## src/rtl/beat_sched_pkg.sv

```systemverilog
// Shared state encoding and tempo divisors for the song beat scheduler.
package beat_sched_pkg;

  localparam int unsigned DIV_W = 28;

  typedef enum logic [1:0] {
    ST_IDLE,
    ST_COUNT_IN,
    ST_RUN,
    ST_DONE
  } sched_state_t;

  // Index is the speed_sel code: insane, normal, slower, slowest.
  localparam logic [DIV_W-1:0] SPEED_DIV [4] = '{
    28'd12_500_000,
    28'd25_000_000,
    28'd37_500_000,
    28'd50_000_000
  };

  function automatic logic [DIV_W-1:0] speed_div(input logic [1:0] speed,
                                                 input int unsigned shift);
    return SPEED_DIV[speed] >> shift;
  endfunction

endpackage

```

## src/rtl/beat_scheduler_if.sv

```systemverilog
// Control and pulse bundle between game control / note datapath and the beat scheduler.
interface beat_scheduler_if;
  logic        start;
  logic        abort;
  logic        pause;
  logic [1:0]  speed_sel;
  logic [15:0] song_beats;
  logic        count_tick;
  logic        beat_tick;
  logic        measure_tick;
  logic [15:0] beat_index;
  logic [1:0]  speed_active;
  logic        busy;
  logic        done;

  modport master (
    output start, abort, pause, speed_sel, song_beats,
    input  count_tick, beat_tick, measure_tick, beat_index, speed_active, busy, done
  );

  modport slave (
    input  start, abort, pause, speed_sel, song_beats,
    output count_tick, beat_tick, measure_tick, beat_index, speed_active, busy, done
  );
endinterface

```

## src/rtl/tick_counter.sv

```systemverilog
// Reloadable down-counter: raises tick on an enabled cycle that finds the count at zero.
module tick_counter
  import beat_sched_pkg::*;
(
  input  logic             clock,
  input  logic             reset_b,
  input  logic             enable,
  input  logic             clear,
  input  logic             load,
  input  logic [DIV_W-1:0] reload_value,
  output logic             tick
);

  logic [DIV_W-1:0] count;

  assign tick = enable && (count == '0);

  always_ff @(posedge clock or negedge reset_b) begin
    if (!reset_b) begin
      count <= '0;
    end else if (clear) begin
      count <= '0;
    end else if (load || tick) begin
      count <= reload_value;
    end else if (enable) begin
      count <= count - 1'b1;
    end
  end

endmodule

```

## src/rtl/beat_scheduler.sv

```systemverilog
// Song tempo sequencer: count-in ticks, then song beats with measure marks; speed
// changes take effect at measure boundaries.
module beat_scheduler
  import beat_sched_pkg::*;
#(
  parameter int unsigned BEATS_PER_MEASURE = 4,
  parameter int unsigned COUNT_IN_BEATS    = 4,
  parameter int unsigned DIV_SHIFT         = 0
) (
  input logic              clock,
  input logic              reset_b,
  beat_scheduler_if.slave  bus
);

  localparam logic [15:0] BPM = 16'(BEATS_PER_MEASURE);
  localparam logic [15:0] CIN = 16'(COUNT_IN_BEATS);

  sched_state_t     state, state_next;
  logic [15:0]      cin_cnt;
  logic [15:0]      song_len;
  logic [15:0]      beat_index;
  logic [15:0]      cur_beat;
  logic [1:0]       speed_active;
  logic             pending;
  logic             count_tick, beat_tick, measure_tick, done;
  logic             enable, tick, start_ok, switch_speed;
  logic             first_in_measure, last_in_measure, final_beat;
  logic [DIV_W-1:0] reload_value;

  assign enable   = (state == ST_COUNT_IN || state == ST_RUN) && !bus.pause;
  assign start_ok = (state == ST_IDLE) && bus.start && (bus.song_beats != '0) && !bus.abort;

  // beat_index lags one edge behind a beat; fold that pending increment back in.
  assign cur_beat         = beat_index + {15'd0, beat_tick && (state == ST_RUN)};
  assign first_in_measure = (cur_beat % BPM) == '0;
  assign last_in_measure  = (cur_beat % BPM) == (BPM - 16'd1);
  assign final_beat       = cur_beat == (song_len - 16'd1);
  assign switch_speed     = (state == ST_RUN) && tick && last_in_measure && pending;
  assign reload_value     = speed_div(start_ok ? bus.speed_sel : speed_active, DIV_SHIFT);

  tick_counter u_tick_counter (
    .clock        (clock),
    .reset_b      (reset_b),
    .enable       (enable),
    .clear        (bus.abort),
    .load         (start_ok),
    .reload_value (reload_value),
    .tick         (tick)
  );

  always_ff @(posedge clock or negedge reset_b) begin
    if (!reset_b) state <= ST_IDLE;
    else          state <= state_next;
  end

  always_comb begin
    state_next = state;
    case (state)
      ST_IDLE:     if (start_ok) state_next = ST_COUNT_IN;
      ST_COUNT_IN: if (tick && cin_cnt == 16'd1) state_next = ST_RUN;
      ST_RUN:      if (tick && final_beat) state_next = ST_DONE;
      ST_DONE:     state_next = ST_IDLE;
      default:     state_next = ST_IDLE;
    endcase
    if (bus.abort) state_next = ST_IDLE;
  end

  always_ff @(posedge clock or negedge reset_b) begin
    if (!reset_b) begin
      cin_cnt      <= '0;
      song_len     <= '0;
      beat_index   <= '0;
      speed_active <= '0;
      pending      <= 1'b0;
      count_tick   <= 1'b0;
      beat_tick    <= 1'b0;
      measure_tick <= 1'b0;
      done         <= 1'b0;
    end else begin
      count_tick   <= tick && (state == ST_COUNT_IN) && !bus.abort;
      beat_tick    <= tick && (state == ST_RUN) && !bus.abort;
      measure_tick <= tick && (state == ST_RUN) && !bus.abort && first_in_measure;
      done         <= (state == ST_DONE) && !bus.abort;
      if (bus.abort) begin
        pending <= 1'b0;
      end else if (start_ok) begin
        speed_active <= bus.speed_sel;
        song_len     <= bus.song_beats;
        cin_cnt      <= CIN;
        beat_index   <= '0;
        pending      <= 1'b0;
      end else begin
        if (state == ST_COUNT_IN && tick) cin_cnt <= cin_cnt - 16'd1;
        if (state == ST_RUN && beat_tick) beat_index <= beat_index + 16'd1;
        // The boundary reload still uses the old divisor; the new one governs the next measure.
        if (switch_speed) begin
          speed_active <= bus.speed_sel;
          pending      <= 1'b0;
        end else begin
          pending <= (state == ST_RUN) && (bus.speed_sel != speed_active);
        end
      end
    end
  end

  assign bus.count_tick   = count_tick;
  assign bus.beat_tick    = beat_tick;
  assign bus.measure_tick = measure_tick;
  assign bus.beat_index   = beat_index;
  assign bus.speed_active = speed_active;
  assign bus.busy         = (state == ST_COUNT_IN) || (state == ST_RUN);
  assign bus.done         = done;

endmodule

```

## src/flat_wrapper.sv

```systemverilog
// flat-port wrapper written by rule: the top's interface ports become plain ports
module beat_scheduler_flat import beat_sched_pkg::*;
#(
  parameter int unsigned BEATS_PER_MEASURE = 4,
  parameter int unsigned COUNT_IN_BEATS    = 4,
  parameter int unsigned DIV_SHIFT         = 0
)
  (clock, reset_b, bus_start, bus_abort, bus_pause, bus_speed_sel, bus_song_beats, bus_count_tick, bus_beat_tick, bus_measure_tick, bus_beat_index, bus_speed_active, bus_busy, bus_done);
  beat_scheduler_if bus_i ();
  input logic clock;
  input logic reset_b;
  input wire logic [$bits(bus_i.start)-1:0] bus_start;
  input wire logic [$bits(bus_i.abort)-1:0] bus_abort;
  input wire logic [$bits(bus_i.pause)-1:0] bus_pause;
  input wire logic [$bits(bus_i.speed_sel)-1:0] bus_speed_sel;
  input wire logic [$bits(bus_i.song_beats)-1:0] bus_song_beats;
  output wire logic [$bits(bus_i.count_tick)-1:0] bus_count_tick;
  output wire logic [$bits(bus_i.beat_tick)-1:0] bus_beat_tick;
  output wire logic [$bits(bus_i.measure_tick)-1:0] bus_measure_tick;
  output wire logic [$bits(bus_i.beat_index)-1:0] bus_beat_index;
  output wire logic [$bits(bus_i.speed_active)-1:0] bus_speed_active;
  output wire logic [$bits(bus_i.busy)-1:0] bus_busy;
  output wire logic [$bits(bus_i.done)-1:0] bus_done;
  assign bus_i.start = bus_start;
  assign bus_i.abort = bus_abort;
  assign bus_i.pause = bus_pause;
  assign bus_i.speed_sel = bus_speed_sel;
  assign bus_i.song_beats = bus_song_beats;
  assign bus_count_tick = bus_i.count_tick;
  assign bus_beat_tick = bus_i.beat_tick;
  assign bus_measure_tick = bus_i.measure_tick;
  assign bus_beat_index = bus_i.beat_index;
  assign bus_speed_active = bus_i.speed_active;
  assign bus_busy = bus_i.busy;
  assign bus_done = bus_i.done;
  beat_scheduler #(.BEATS_PER_MEASURE(BEATS_PER_MEASURE), .COUNT_IN_BEATS(COUNT_IN_BEATS), .DIV_SHIFT(DIV_SHIFT)) u_core (.clock(clock), .reset_b(reset_b), .bus(bus_i));
endmodule
```

## config.mk

```make
export PLATFORM = sky130hd
export DESIGN_NAME = beat_scheduler_flat
export DESIGN_NICKNAME = d
export VERILOG_FILES = /design/src/rtl/beat_sched_pkg.sv /design/src/rtl/beat_scheduler_if.sv /design/src/rtl/tick_counter.sv /design/src/rtl/beat_scheduler.sv /design/src/flat_wrapper.sv
export SDC_FILE = /design/constraint.sdc
export NUM_CORES = 1
export LEC_CHECK = 0
export ABC_AREA = 0
export CORE_AREA = 2 2 97 99
export CTS_CLUSTER_DIAMETER = 100
export CTS_CLUSTER_SIZE = 16
export DETAILED_ROUTE_END_ITERATION = 6
export DIE_AREA = 0 0 99 101
export PLACE_DENSITY = 0.79
export SYNTH_ARGS = -nofsm -noshare
export SYNTH_HDL_FRONTEND = slang
export SYNTH_SLANG_ARGS = --single-unit
```

## constraint.sdc

```tcl
create_clock -name clock -period 4.45 [get_ports clock]
set_input_delay 0.6675 -clock clock [delete_from_list [all_inputs] [get_ports clock]]
set_output_delay 0.6675 -clock clock [all_outputs]
set_load 0.01 [all_outputs]
```

==> metrics.txt, run 1 <==
Pleak 0.00247 uW; Post-synth top flop dfrtp_1; Routed WL 12,000 microns; Fin. Hold Viols 0; # nets final 639; Critical Path Sink Type flip-flop; Crit path required time 4.72 ns; Remaining DRCs 0; Synth Register Bits 85; H-Tree Depth 3; std cell rows 35; post-route setup TNS 0 ns; clock transition at the registers of the reported paths 0.09 ns; Avg WL per Cell 16.7 microns; Reg-to-Reg End u_core.state[0]; DR iter-0 viols 195; Power Total 2960 uW; sequential fraction of the synthesis area 42.1%; fill count 769; cell taking the most area after synthesis dfrtp_1; final setup vio count 0; most frequent cells in the layout dfrtp_1, nand2_1, nor2_1; maximum vdd ir drop 0.272 mV; EDFF count, synth 0; cells after synthesis 562; CTS tree done; vias per cell 5.82; CTS max path bufs 2; r2r worst-path depth 13; initial antenna violation count 0; post_cts resized 0; all-layer global routing usage 25.2%; Layout Cells excl Fill 717; Reg-to-Reg Start u_core.state[0]; placed cells 701; YS warnings 0; Final min period 3.75 ns; Die ar. 0.0100 sq mm; Core Region 0.00898 sq mm; Final Cycle Share 84.2%; worst-margin pin slew 0.760 ns; Syn-to-layout area delta 15.3%; Core Util, Final 64.9%; Syn Nets 600; clk sinks 85; fin. max-slew vios 0; Die X 99 microns; Max Cap Viol 0; root buf cell clkbuf_8; RSZ-0062 raised after global routing no; Synth top area share 42.1%; cts-stage hold buffer count 0; run status complete, no violations; Num CTS Buffers 9; mapped cell area 0.00505 sq mm; largest net degree at the start of global routing 51; Vias 4,171; worst skew pair latency 0.37 ns; fmax 0.267 GHz; Reg2Reg Setup Slack 0.70 ns; startpoint types flip-flop; vias in the first global route 4,219; Async S/R FF share, synth 100%; Post-DRT Antenna Nets 0; Pwr Density 508 mW/mm^2; Max transition margin 48.6%; DRT Pass-1 Iters 4; commonest non-fill, non-tap cell in the layout dfrtp_1; Synth area leaders dfrtp_1, xnor2_1, xor2_1, nand2_1, nor2_1; CP Max Fanout 6; total grt overflow 0; # port buffers 45; Worst Path Arrival 4.01 ns; worst hold path class in -> async; unique cell type count in the Yosys netlist 53; Top Ports 46; first-pass GRT wire length 20,100 microns; post-CTS setup buffer count 0; n_diodes 0; Die H 101 microns; share of cells above drive strength 1 6.77%; post-DP HPWL 8640 microns; Synth Area per Inst 8.99 sq um; Setup CP Type reg -> reg; Initial Util 56.3%; GP Congestion 0.924; clk_skew 0.0185 ns
-- worst max path at each step --
stage / startpoint / endpoint / slack (ns)
after floorplan: u_core.state[0] / u_core.state[0] / 1.20
after detailed placement: u_core.state[0] / u_core.state[0] / 0.73
final: u_core.state[0] / u_core.state[0] / 0.70
after CTS: u_core.state[0] / u_core.state[0] / 0.71
after global placement: bus_song_beats[1] / u_core.u_tick_counter.count[23] / 0.89
after global routing: u_core.state[0] / u_core.state[0] / 0.50
-- area by class of cell --
cell class                 instances  area (sq um)  share of cell area, %
multi-input combinational        438          2780                   47.7
sequential                        85          2130                   36.5
timing repair buffer              52           500                   8.59
clock buffer                      11           141                   2.43
tap                              111           139                   2.38
clock inverter                     5          83.8                   1.44
inverter                          15          56.3                  0.966
-- cell usage after synthesis, types with 2 or more instances --
cell type and number:
a2111oi_0 3, a211oi_1 8, a21oi_1 14, a311oi_1 2, a31oi_1 3, and2_1 3, and4_1 6, buf_1 3
buf_2 3, clkbuf_1 17, dfrtp_1 85, ha_1 15, inv_1 15, mux2_2 4, mux2i_1 4, nand2_1 79
nand2b_1 2, nand3_1 19, nand3b_1 3, nand4_1 9, nor2_1 72, nor2b_1 4, nor3_1 25, nor3b_1 2
nor4_1 16, nor4_2 2, nor4b_1 3, o21a_1 2, o21ai_0 12, o2bb2ai_1 2, or2_2 4, or3_1 8
or4_1 5, xnor2_1 53, xor2_1 37
-- through the flow --
step	hold WS, ns	worst slack, ns	cell area [sq um]
final	0.309	0.704	5830
after floorplan	0.372	1.20	5050
after CTS	0.324	0.710	5830
after detailed placement	0.485	0.732	5600
after global placement	0.479	0.893	5600
after global routing	0.350	0.498	5830
-- report_power, final --
part | internal, uW | switching (uW) | total, uW
logic | 521 | 666 | 1190
clock network | 333 | 287 | 620
registers | 932 | 219 | 1150
total | 1790 | 1170 | 2960
-- flip-flops by register name, summed over array words and instances, names as in the netlist --
register,count
u_core.u_tick_counter.count,28
u_core.bus.beat_index,16
u_core.cin_cnt,16
u_core.song_len,16
u_core.bus.speed_active,2
u_core.state,2
u_core.bus.beat_tick,1
u_core.bus.count_tick,1
u_core.bus.done,1
u_core.bus.measure_tick,1
u_core.pending,1
-- kinds of logic (layout without fill, tap and decap cells) --
logic type | Yosys count | count (layout) | synth area share (%)
AND/OR/NAND/NOR | 270 | 270 | 26.6
AO/OA/AOI/OAI | 55 | 55 | 7.33
adder cells (fa/ha/maj) | 15 | 15 | 3.71
XOR/XNOR | 90 | 90 | 15.6
flip-flops | 85 | 85 | 42.1
buffers and inverters | 39 | 83 | 3.00
multiplexers | 8 | 8 | 1.68
-- per-layer routing --
layer | vias to the layer above | share of wire [%] | track usage (%)
met1 | 2011 | 41 | 30.6
li1 | 2007 | - | -
met4 | 0 | 2.9 | 11.7
met3 | 32 | 3.9 | 3.05
met2 | 121 | 52 | 44.9
met5 | - | 0 | 0
-- critical path: stages (launching register included) --
cell      delay [ns]
dfrtp_1         0.43
inv_1           0.16
ha_1            0.31
nand2_1         0.17
inv_1           0.09
ha_1            0.16
ha_1            0.19
nand3_1         0.21
or2_2           0.39
or4_1           0.51
a311oi_1        0.29
o211ai_1        0.15
o41a_1          0.37
a221oi_2        0.22
No activity file was read; power rests on OpenSTA's default activity.
==> run 2, diff against run 1 <==
==> constraint.sdc (replaced) <==
create_clock -name clock -period 3.59 [get_ports clock]
set_input_delay 0.5385 -clock clock [delete_from_list [all_inputs] [get_ports clock]]
set_output_delay 0.5385 -clock clock [all_outputs]
set_load 0.01 [all_outputs]
==> metrics.txt, run 2 (synthesis results as in run 1) <==
run status complete, no violations; post-CTS setup buffer count 0; Pleak 0.00249 uW; initial antenna violation count 0; total grt overflow 0; GP Congestion 0.964; worst skew pair latency 0.36 ns; Initial Util 56.3%; RSZ-0062 raised after global routing no; Reg-to-Reg End u_core.state[0]; Setup CP Type reg -> reg; cts-stage hold buffer count 0; Worst Path Arrival 3.64 ns; Final Cycle Share 93.7%; worst-margin pin slew 0.822 ns; Avg WL per Cell 16.5 microns; WP buf/inv 2; startpoint types flip-flop; clk sinks 85; most frequent cells in the layout dfrtp_1, nand2_1, nor2_1; final instance area 0.00585 sq mm; Vias 4,238; commonest non-fill, non-tap cell in the layout dfrtp_1; clock transition at the registers of the reported paths 0.09 ns; fmax 0.297 GHz; final setup vio count 0; share of cells above drive strength 1 7.54%; r2r worst-path depth 13; # port buffers 45; post-DP HPWL 8500 microns; clk_skew 0.00935 ns; Largest register FFs 28; H-Tree Depth 3; Post-DRT Antenna Nets 0; Crit. Startpoint u_core.state[0]; placed inst area 0.00563 sq mm; DR iter-0 viols 184; all-layer global routing usage 25.3%; Max Cap Viol 0; DRT Pass-1 Iters 4; hold slack 0.245 ns; Syn-to-layout area delta 15.8%; Critical Path Sink Type flip-flop; Reg-to-Reg Start u_core.state[0]; Top Ports 46; CTS tree done; Crit path top cell by count ha_1; worst hold path class in -> async; Pwr Density 624 mW/mm^2; Num CTS Buffers 9; Die ar. 0.0100 sq mm; Routed WL 11,900 microns; vias in the first global route 4,271; Final min period 3.36 ns; cell family with most CP delay simple AND/OR/NAND/NOR gates; n_diodes 0; std cell rows 35; vias per cell 5.88; maximum vdd ir drop 0.368 mV; fin. max-slew vios 0; Reg2Reg Setup Slack 0.23 ns; first-pass GRT wire length 20,100 microns; CTS max path bufs 2; Core Region 0.00898 sq mm; root buf cell clkbuf_8; Crit path required time 3.87 ns; Max transition margin 45.2%; # nets final 643; Die X 99 microns; critical-path cell list inv_2 > ha_1 > nand2_1 > inv_1 > ha_1 > ha_1 > nand3_1 > or2_2 > or4_1 > a311oi_2 > o211ai_1 > o41a_1 > a221oi_2; post-route setup TNS 0 ns; CP Max Fanout 5; Die H 101 microns; Largest stage delay, worst path 0.57 ns; Fin. Hold Viols 0; slowest CP cell or4_1; Remaining DRCs 0; Reg with most FFs u_core.u_tick_counter.count; largest net degree at the start of global routing 65
[run 2: what timing repair did]
action	4_1_cts	5_1_grt
endpoints found under the setup margin	0	2
endpoints found under the hold margin	0	0
gates resized for setup	0	3
[run 2: final cells by class]
| type | count | area [sq um] |
|---|---|---|
| clock inverters | 4 | 72.6 |
| well taps | 111 | 139 |
| inverters | 15 | 56.3 |
| repair buffers | 56 | 531 |
| fillers | 728 | 3130 |
| flip-flops and latches | 85 | 2130 |
| multi-input cells | 438 | 2790 |
| clock buffers | 12 | 135 |
[run 2: power by group]
part	switching [uW]	internal, uW	leakage (uW)	total, uW
Clock	357	392	0.000101	749
Combinational	821	655	0.00125	1480
Sequential	273	1150	0.00113	1430
[run 2: worst register-to-register path: cells and delay by family (launching register included)]
kind	cells	cell delay [ns]
flops	1	0.43
compound gates	4	1.00
buf+inv	2	0.20
fa+ha+maj	3	0.52
simple gates	4	1.14
[run 2: how the worst max path moves through the flow]
stage	to	slack [ns]	cells past startpoint
finish	u_core.state[0]	0.23	13
global route	u_core.state[0]	0.02	13
CTS	u_core.state[0]	0.15	13
detailed placement	u_core.u_tick_counter.count[15]	0.07	10
global placement	u_core.u_tick_counter.count[1]	0.13	9
floorplan	u_core.state[0]	0.34	13
[run 2: per-layer routing]
layer	up-vias	share of wire (%)	global-route usage, %
li1	2021	-	-
met1	2084	42	30.0
met4	0	3.3	11.6
met3	31	4.1	4.58
met2	102	51	44.7
met5	-	0	0
[run 2: stage by stage]
stage          total power (uW)  utilization (%)  worst slack, ns  std cells
3_3_place_gp               2830             62.7            0.127        705
2_1_floorplan              2460                -            0.338        562
6_report                   3650             65.2            0.226        721
5_1_grt                    3900             65.2           0.0230        721
4_1_cts                    3640             65.0            0.148        721
3_5_place_dp               2870             62.7           0.0653        705
==> run 3, diff against run 2 <==
--- a/config.mk
+++ b/config.mk
@@ -6,12 +6,13 @@
 export NUM_CORES = 1
 export LEC_CHECK = 0
 export ABC_AREA = 0
-export CORE_AREA = 2 2 97 99
+export CORE_AREA = 2 2 95 97
 export CTS_CLUSTER_DIAMETER = 100
 export CTS_CLUSTER_SIZE = 16
 export DETAILED_ROUTE_END_ITERATION = 6
-export DIE_AREA = 0 0 99 101
-export PLACE_DENSITY = 0.79
+export DIE_AREA = 0 0 97 99
+export PLACE_DENSITY = 0.82
+export REMOVE_ABC_BUFFERS = 1
 export SYNTH_ARGS = -nofsm -noshare
 export SYNTH_HDL_FRONTEND = slang
 export SYNTH_SLANG_ARGS = --single-unit
==> constraint.sdc (replaced) <==
create_clock -name clock -period 4.29 [get_ports clock]
set_input_delay 0.6435 -clock clock [delete_from_list [all_inputs] [get_ports clock]]
set_output_delay 0.6435 -clock clock [all_outputs]
set_load 0.01 [all_outputs]
==> metrics.txt, run 3 (synthesis results as in run 1) <==
# nets final 639; Crit. Startpoint u_core.state[0]; all-layer global routing usage 25.6%; clk_skew 0.00816 ns; Pwr Density 511 mW/mm^2; DRT Pass-1 Iters 5; vias per cell 5.81; Top Ports 46; vias in the first global route 4,169; Syn-to-layout area delta 14.5%; CTS max path bufs 2; worst-margin pin slew 1.06 ns; Die ar. 0.00960 sq mm; Met2 Wirelength 5980 microns; post-CTS setup buffer count 0; Num CTS Buffers 9; top layer used by detailed routing met4; CP Max Fanout 6; Vias 4,151; maximum vdd ir drop 0.314 mV; fmax 0.261 GHz; most frequent cells in the layout dfrtp_1, nand2_1, nor2_1; Avg WL per Cell 16.5 microns; hold slack 0.420 ns; largest net degree at the start of global routing 86; Max transition margin 29.1%; startpoint types flip-flop; worst skew pair latency 0.37 ns; initial antenna violation count 0; Final Cycle Share 89.4%; Pleak 0.00246 uW; Worst Path Arrival 4.11 ns; Reg with most FFs u_core.u_tick_counter.count; clk sinks 85; wire length on met3 522 microns; share of cells above drive strength 1 6.93%; final setup vio count 0; Post-DRT Antenna Nets 0; run status complete, no violations; commonest non-fill, non-tap cell in the layout dfrtp_1; Final min period 3.83 ns; Setup CP Type reg -> reg; Die X 97 microns; worst hold path class in -> async; Routed WL 11,800 microns; Critical Path Sink Type flip-flop; Remaining DRCs 0; CTS tree done; cts-stage hold buffer count 0; clock transition at the registers of the reported paths 0.09 ns; post-place setup slack 0.507 ns; post_cts resized 0; final worst slack 0.456 ns; # port buffers 45; n_diodes 0; std cell rows 34; Die H 99 microns; first-pass GRT wire length 19,900 microns; Reg-to-Reg Start u_core.state[0]; Reg2Reg Setup Slack 0.46 ns; Initial Util 59.1%; Max Cap Viol 0; post-DP HPWL 8520 microns; Met1 Routed Length 5040 microns; DR iter-0 viols 241; Fin. Hold Viols 0; Largest register FFs 28; H-Tree Depth 3; Crit path required time 4.56 ns; root buf cell clkbuf_8; GP Congestion 0.886; RSZ-0062 raised after global routing no; fin. max-slew vios 0; Core Region 0.00855 sq mm; total grt overflow 0
==> run 3: cell count changes in the layout (fill, tap and decap cells not counted), moves of 2 or more <==
cell	change
buf_4	-4
clkinv_4	+2
clkbuf_1	-3
clkbuf_8	+2
bufinv_16	-2
==> run 3: layout make-up <==
class                           count  area [sq um]
Multi-Input combinational cell    438          2780
Fill cell                         686          2770
Sequential cell                    85          2130
Timing Repair Buffer               52           500
Clock buffer                       11           151
Tap cell                          108           135
Inverter                           15          56.3
Clock inverter                      5          35.0
==> run 3: per-layer routing <==
layer / up-vias / global-route usage [%]
met1: 2000 / 32.4
met4: 0 / 10.1
li1: 2008 / -
met3: 17 / 3.76
met5: - / 0
met2: 126 / 44.7
==> run 3: path summary, 6_finish.rpt <==
path                                                   endpoint  depth (start not counted)
worst max-delay path                            u_core.state[0]                         13
max in group asynchronous                     u_core.cin_cnt[5]                          1
worst min-delay path                  u_core.bus.beat_index[13]                          1
min in group clock              u_core.u_tick_counter.count[15]                          1
worst min register to register  u_core.u_tick_counter.count[15]                          1
worst max register to register                  u_core.state[0]                         13
==> run 3: where the power goes <==
group / internal (uW) / switching (uW)
Clock: 242 / 299
Sequential: 966 / 227
Combinational: 540 / 682
Total: 1750 / 1210
==> run 3: worst max-delay path, stage by stage (launching register included) <==
cell and delay (ns):
dfrtp_1 0.43, inv_1 0.16, ha_1 0.32, nand2_1 0.17
inv_1 0.08, ha_1 0.16, ha_1 0.18, nand3_1 0.20
or2_2 0.39, or4_1 0.53, a311oi_1 0.31, o211ai_1 0.16
o41a_1 0.37, a221oi_2 0.27
==> run 3: through the flow <==
step	util (%)	instances	area (sq um)	total power, uW	setup TNS, ns
final	67.6	714	5780	2960	0
after global routing	67.6	714	5780	3150	0
after CTS	67.6	714	5780	2950	0
after detailed placement	65.5	698	5600	2410	0
after global placement	65.5	698	5600	2360	0
after floorplan	-	538	4960	2040	-3.86
